`config.mk`:
```
export PLATFORM = sky130hd
export DESIGN_NAME = pong_game_ctrl
export DESIGN_NICKNAME = d
export VERILOG_FILES = /design/src/rtl/pong_game_ctrl.sv
export SDC_FILE = /design/constraint.sdc
export NUM_CORES = 1
export LEC_CHECK = 0
export ABC_AREA = 1
export BUFFER_PORTS_ARGS = -buffer_cell sky130_fd_sc_hd__buf_2
export CAP_MARGIN = 10
export CORE_UTILIZATION = 50
export CTS_BUF_LIST = sky130_fd_sc_hd__clkbuf_8
export CTS_CLUSTER_SIZE = 20
export DETAILED_ROUTE_END_ITERATION = 8
export GPL_TIMING_DRIVEN = 0
export PLACE_DENSITY = 0.77
export SLEW_MARGIN = 20
export SYNTH_ARGS = -nofsm -noshare
export SYNTH_HDL_FRONTEND = slang
export SYNTH_SLANG_ARGS = --single-unit
```
`constraint.sdc`:
```
create_clock -name clk -period 1.52 [get_ports clk]
set_input_delay 0.076 -clock clk [delete_from_list [all_inputs] [get_ports clk]]
set_output_delay 0.076 -clock clk [all_outputs]
set_load 0.02 [all_outputs]
```
`src/rtl/pong_game_ctrl.sv`:
```
// pong_game_ctrl: game-level sequencer for the pong display pipeline.
// Runs new game / serve / play / game-over, keeps a two-digit BCD hit score
// and the balls-remaining count, and freezes the graphics stage between balls.
// A once-per-frame tick, taken from the pixel coordinates, times the
// inter-ball and game-over delays.
// Optional feature macro: PONG_BONUS_BALL_EN (extra ball on every 10th hit,
// capped at BALLS).
//
// state    | meaning
// ---------+-------------------------------------------------------------
// NEWGAME  | title screen, graphics frozen, any button starts a game
// PLAY     | ball live, hits scored, a miss ends the current ball
// NEWBALL  | delay before the next serve, button serves once timer is 0
// OVER     | game-over text for TIMER_TICKS frames, then back to NEWGAME
module pong_game_ctrl #(
  parameter int BALLS       = 3,
  parameter int TIMER_TICKS = 120
) (
  input  logic       clk,
  input  logic       reset,
  input  logic [1:0] btn1,
  input  logic [1:0] btn2,
  input  logic [9:0] pix_x,
  input  logic [9:0] pix_y,
  input  logic       hit,
  input  logic       miss,
  output logic       gra_still,
  output logic [3:0] score_d1,
  output logic [3:0] score_d0,
  output logic [1:0] balls_left,
  output logic       st_newgame,
  output logic       st_over
);

  localparam logic [1:0] S_NEWGAME = 2'd0;
  localparam logic [1:0] S_PLAY    = 2'd1;
  localparam logic [1:0] S_NEWBALL = 2'd2;
  localparam logic [1:0] S_OVER    = 2'd3;

  localparam logic [1:0] BALLS_INIT = 2'(BALLS);
  localparam logic [7:0] TIMER_LOAD = 8'(TIMER_TICKS);

  logic [1:0] state_q, state_d;
  logic [3:0] d1_q, d1_d, d0_q, d0_d;
  logic [1:0] balls_q, balls_d;
  logic [7:0] timer_q, timer_d;
  logic       frame_q, frame_prev_q;
  logic       hit_r_q, miss_r_q;

  logic btn_any, tick, hit_ev, miss_ev, score_max;

  assign btn_any   = (|btn1) | (|btn2);
  assign tick      = frame_q & ~frame_prev_q;
  assign hit_ev    = hit & ~hit_r_q;
  assign miss_ev   = miss & ~miss_r_q;
  assign score_max = (d1_q == 4'd9) && (d0_q == 4'd9);

  // Next-state, score, ball count and delay timer for the game sequencer.
  always_comb begin
    state_d = state_q;
    d1_d    = d1_q;
    d0_d    = d0_q;
    balls_d = balls_q;
    timer_d = timer_q;
    case (state_q)
      S_NEWGAME: begin
        if (btn_any) begin
          d1_d    = 4'd0;
          d0_d    = 4'd0;
          balls_d = BALLS_INIT;
          state_d = S_PLAY;
        end
      end
      S_PLAY: begin
        if (hit_ev && !score_max) begin
          if (d0_q == 4'd9) begin
            d0_d = 4'd0;
            d1_d = d1_q + 4'd1;
`ifdef PONG_BONUS_BALL_EN
            if (balls_q < BALLS_INIT) balls_d = balls_q + 2'd1;
`endif
          end else begin
            d0_d = d0_q + 4'd1;
          end
        end
        // A miss in the same cycle as a hit still ends the ball; the miss
        // decides the ball count from the pre-hit value.
        if (miss_ev) begin
          timer_d = TIMER_LOAD;
          if (balls_q == 2'd1) begin
            balls_d = 2'd0;
            state_d = S_OVER;
          end else begin
            balls_d = balls_q - 2'd1;
            state_d = S_NEWBALL;
          end
        end
      end
      S_NEWBALL: begin
        if (timer_q == 8'd0) begin
          if (btn_any) state_d = S_PLAY;
        end else if (tick) begin
          timer_d = timer_q - 8'd1;
        end
      end
      S_OVER: begin
        if (timer_q == 8'd0) state_d = S_NEWGAME;
        else if (tick) timer_d = timer_q - 8'd1;
      end
      default: state_d = S_NEWGAME;
    endcase
  end

  // State, counters and edge/tick history registers with synchronous reset.
  always_ff @(posedge clk) begin
    if (reset) begin
      state_q      <= S_NEWGAME;
      d1_q         <= 4'd0;
      d0_q         <= 4'd0;
      balls_q      <= BALLS_INIT;
      timer_q      <= 8'd0;
      frame_q      <= 1'b0;
      frame_prev_q <= 1'b0;
      hit_r_q      <= 1'b0;
      miss_r_q     <= 1'b0;
    end else begin
      state_q      <= state_d;
      d1_q         <= d1_d;
      d0_q         <= d0_d;
      balls_q      <= balls_d;
      timer_q      <= timer_d;
      frame_q      <= (pix_x == 10'd0) && (pix_y == 10'd0);
      frame_prev_q <= frame_q;
      hit_r_q      <= hit;
      miss_r_q     <= miss;
    end
  end

  assign gra_still  = (state_q != S_PLAY);
  assign st_newgame = (state_q == S_NEWGAME);
  assign st_over    = (state_q == S_OVER);
  assign score_d1   = d1_q;
  assign score_d0   = d0_q;
  assign balls_left = balls_q;

endmodule

```
Yosys cells after proc, flatten, opt, wreduce, memory -nomap -nowiden
Cells that the tools add are included.
{ "totals": {"regBits": 24, "latch_bits": 0, "ram_bits": 0, "rom_bits": 0, "inputBits": 28, "output_inout_bits": 13, "elab_cells": 74, "mem_count": 0} }
{ "op_classes": {"addsub": 4, "n_mul": 0, "n_div": 0, "n_lt_le_gt_ge": 0, "eq_ne": 15, "shift": 0, "mux": 21, "bitwise_logic": 7, "n_reduce_logical": 18} }
{ "op_table": {"columns": ["cell", "n"], "rows": [
  ["$mux W8", 3],
  ["$logic_not A10 Y1", 2],
  ["$mux W4", 5],
  ["$pmux W4 S2", 2],
  ["$pmux W8 S2", 1],
  ["$mux W2", 7],
  ["$ne A2 B2 Y1 const B", 5],
  ["$reduce_and A3 Y1", 3],
  ["$add A4 B1 Y4 const B", 2],
  ["$eq A4 B4 Y1 const B", 2],
  ["$logic_not A8 Y1", 1],
  ["$ne A2 B1 Y1 const B", 4],
  ["$pmux W2 S4", 1],
  ["$reduce_and A4 Y1", 2],
  ["$sub A8 B1 Y8 const B", 1],
  ["$reduce_or A2 Y1", 3],
  ["$eq A2 B1 Y1 const B", 2],
  ["$eq A2 B2 Y1 const B", 2],
  ["$pmux W2 S2", 1],
  ["$reduce_bool A2 Y1", 2],
  ["$and A1 B1 Y1", 3],
  ["$logic_and A1 B1 Y1", 3],
  ["$not A1 Y1", 3],
  ["$logic_not A2 Y1", 1],
  ["other kinds (4)", 4]
]} }

Longest topological paths before layout
{ "logic_depth": {"ltp_word": 6, "ltp_mapped": 11, "mapped_depth_nobuf": 10} }

Worst setup path after synthesis
OpenSTA, ideal clock, no wires.
{ "synth_timing": {"path_kind": "reg-to-reg", "start": "register d0_q[0], in the netlist score_d0[0]", "end": "register d0_q[1], in the netlist score_d0[1]", "setup_time_ns": 0.116, "t_arrival_ns": 1.408, "path_slack_ns": -0.004, "path_stages_with_launch": 10, "path_buffers": 1, "cell_sequence": "dfxtp_1 > ha_1 > nand2_1 > nor2_4 > nand2_1 > nand3_2 > nand2_2 > buf_6 > o21ai_0 > nor2_1"} }
{ "synth_via": {"elab_chain_len": 6} }
{ "synth_lines": {"columns": ["item", "line_no", "rtl"], "rows": [
  ["from (decl)", "44", "logic [3:0] d1_q, d1_d, d0_q, d0_d;"],
  ["from (signal assigned)", "119", "d0_q <= 4'd0;"],
  ["from (signal assigned)", "129", "d0_q <= d0_d;"],
  ["branches (longest 6 deep; another with $add A4 B1 Y4)", null, null]
]} }
Several ways; the timed one is not identified. The select of a mux whose other input is x is not followed.
A chain may end at the register's enable or synchronous reset.

Worst setup path in the final report
{ "layout_timing": {"start": "register d0_q[1], in the netlist score_d0[1]", "end": "register d0_q[1], in the netlist score_d0[1]"} }
The elaborated chain is that of the path after synthesis.

==> results <==
- For this run, design rule violations remaining after detail routing come to 0.
- The routed length on met2 is 1380 um.
- The count of max-cap constraint violations is 0.
- The proportion of layout cells with a drive suffix above 1 is 0.261.
- The total CTS buffers is 3.
- The cell area that synthesis handed to floorplanning was 1430 um2.
- The flow ran to the end, and the final reports show no timing, DRC or antenna violations.
- During synthesis, Yosys emitted a total of 0 warnings.
- The number of setup buffers added after CTS is 0.
- The final number of hold-violating endpoints came to 0.
- Subtracting the final worst setup slack from the clock period gives 1.48 ns.
- Input and output buffers added on the ports amount to 39.
- After detailed routing, the met3 layer carries 110 um of wire.
- The number of nets in the synthesized netlist is approximately 250.
- At the worst endpoint, the required time is roughly 1.7 ns.
- The sum of negative setup slack is 0 ns.
- The worst hold path passes through 3 cells.
- TritonCTS built the clock tree.
- The register area share after synthesis is 0.335.
- The global-route wire length before repair is 5170 um.
- After detailed routing, the average wire length per cell comes to ~11 um.
- In this run the tightest slew margin relative to its limit is 0.693.
- Setup violations remaining at the end of the flow were counted as 0.
- Dividing total power by cell area gives a power density of about 1000 nW/um2.
- After synthesis, the netlist uses 25 different library cells.
- In the synthesized netlist, the number of instances is 214.
- The largest vdd supply drop is 760 uV.
- Dividing the detail-routed via count by the number of cells gives roughly 5.1.
- From bottom edge to top edge, the die measures 55.6 um.
- The post-route antenna net violation count is 0.
- Pin placement for this block handled slightly above 40 I/O pins.
- The largest driver fanout on the critical path is 10.
- At the pin with the least slew margin, the transition time is 0.460 ns.
- The fraction of the cycle the final worst path needs is 0.971.
- The path class of the tightest hold or removal check is in2reg.
- The critical path class is reg2reg.
- Summing all non-filler instances in the final layout gives an area of 1770 um2.
- The peak clock frequency supported by timing is 677 MHz.
- The finished layout holds roughly 290 standard cells, fillers aside.
- The total wirelength of the detailed-routed design is around 3100 um.
- After global routing the overflow that remains totals 0.
- For this block, the initial DRC count from the detailed router was 41.
- The final estimated routing congestion in global placement is 0.791.
- The floorplan die width is between 50 and 60 um.
- The number of global-route vias before repair is ~1,200.
- After synthesis, the mean cell area works out to 6.70 um2.
- The global router's overall resource usage is 0.208.
- The initial core utilization is 0.524.
- The maximum number of buffers from clock root to sink is 2.
- Between clock sinks in the finished design, the worst skew comes to 0.00921 ns.
- Detailed placement ended at an HPWL of 2300 um.
- The initial antenna violation count was 0.
- Entering global routing, the biggest net connects 15 pins.
- The core box area is 2730 um2.
- The maximum level of the CTS H-tree is 1.
- The die covers around 3100 um2.
- The number of core rows is 19.
- The number of vias after detailed routing is 1,456.
- Synthesis inferred 24 register bits.
- The number of fillers in the final layout is 257.
- The pre-antenna-repair detailed-routing pass consisted of 4 iterations.
- The clock sink count is 24.
- At the end of the flow, the number of nets in the layout was 293.
- Counting tap cells, the placed design contains a total of 284 instances.
- The utilization after layout is 0.647.
- The area growth from synthesis to layout is 23.3%.
- The clock tree root driver cell is clkbuf_8.
- In the final routing, the length of wire on met1 measures approximately 1500 um.
- The clock latency of the later-clocked register in the worst-skew pair is ~0.28 ns.
- The leakage power is about 0.86 nW.
- Counting cells, the worst reg-to-reg path comes to 10.
- The highest layer touched by signal routing is met4.
- The count of inserted antenna diode cells is 0.
- The clock-pin slew reported for the worst setup and hold paths after clock tree synthesis is 0.09 ns.
- The critical path data arrival time is approximately 1.7 ns.
- The number of pins with negative max-slew slack in the final report is 0.
- STA classifies the critical path endpoint as a register.
- The placed instances occupy a cell area of about 1700 um2.
- STA classifies the critical path startpoint as a register.
==> path summary, 6_finish.rpt <==
path               startpoint  slack [ns]           to
setup / recovery  score_d0[1]        0.04  score_d0[1]
hold / removal            hit        0.01      hit_r_q
setup reg to reg  score_d0[1]        0.04  score_d0[1]
hold reg to reg    timer_q[4]        0.47   timer_q[4]
==> final cells by class <==
class,count,area [um2],share of cell area
multi-input cells,155,830,0.469
clock buffers,3,41.3,0.0234
repair buffers,39,195,0.110
flip-flops and latches,24,487,0.275
well taps,31,38.8,0.0219
plain buffers,4,30.0,0.0170
clock inverters,1,30.0,0.0170
inverters,31,116,0.0658
==> cells in the mapped netlist (all sizes together) <==
cell	instances	area [um2]
o22ai	2	12.5
nor3	3	15.0
nand4	2	12.5
or2	4	25.0
xor2	2	17.5
nand3	22	125
nor4	4	25.0
ha	7	87.6
clkbuf	2	7.51
nor2	27	131
xnor2	2	17.5
dfxtp	24	480
a21oi	18	93.8
o21ai	6	30.0
inv	31	116
buf	2	18.8
nand2	56	218
==> report_power, final <==
part	total, mW	switching (mW)	internal [mW]	leakage [nW]
registers	0.729	0.0517	0.678	0.197
logic	0.501	0.310	0.191	0.626
clock network	0.570	0.217	0.353	0.0357
total	1.80	0.579	1.22	0.859
==> sequential cells by signal, summed over array words and instances (netlist names) <==
name and count:
miss_r_q 1, frame_prev_q 1, state_q 2, hit_r_q 1
balls_left 2, score_d1 4, score_d0 4, timer_q 8
frame_q 1
==> stage by stage <==
step / setup WS [ns] / power (mW) / hold slack, ns
CTS: 0.0576 / 1.78 / 0.00624
floorplan: 0.0415 / 1.08 / 0.183
global placement: 0.0941 / 1.20 / 0.294
finish: 0.0435 / 1.80 / 0.0120
global route: -0.0278 / 1.91 / 0.0149
detailed placement: 0.0809 / 1.21 / 0.301
==> metal layers <==
layer / vias up / global-route usage
li1: 768 / -
met1: 651 / 0.273
met2: 31 / 0.341
met3: 6 / 0.0281
met4: 0 / 0.0893
met5: - / 0
==> cell families after synthesis <==
group,Yosys count,synth area share
buf+inv,35,0.0995
xor+xnor,4,0.0244
compound gates,26,0.0951
simple gates,118,0.385
fa+ha+maj,7,0.0611
flops,24,0.335
==> what timing repair did <==
action | 4_1_cts | 5_1_grt
resized for setup | 0 | 10
hold buffers | 0 | 0
setup endpoints to repair | 0 | 16
==> critical path, stage by stage (launching register included) <==
cell and delay, ns:
dfxtp_2 0.35, inv_1 0.05, ha_1 0.13, nand2_1 0.08, nor2_4 0.16, nand2_1 0.08
nand3_2 0.08, nand2_4 0.07, buf_8 0.14, o21ai_1 0.17, nor2_1 0.06
==> cell usage in the layout (no fill, tap or decap), types with 3 or more instances in the layout <==
cell      netlist  layout
inv_2           4       5
nor4_1          4       4
nand3_2         3       3
o21ai_0         6       5
ha_1            7       7
buf_2           0      39
inv_1          27      26
nand3_1        19      19
a21oi_1        17      16
dfxtp_1        24      21
nor2_1         23      23
clkbuf_8        0       3
nand2_1        53      53
nor2_4          4       4
(Power assumes the default switching activity.)
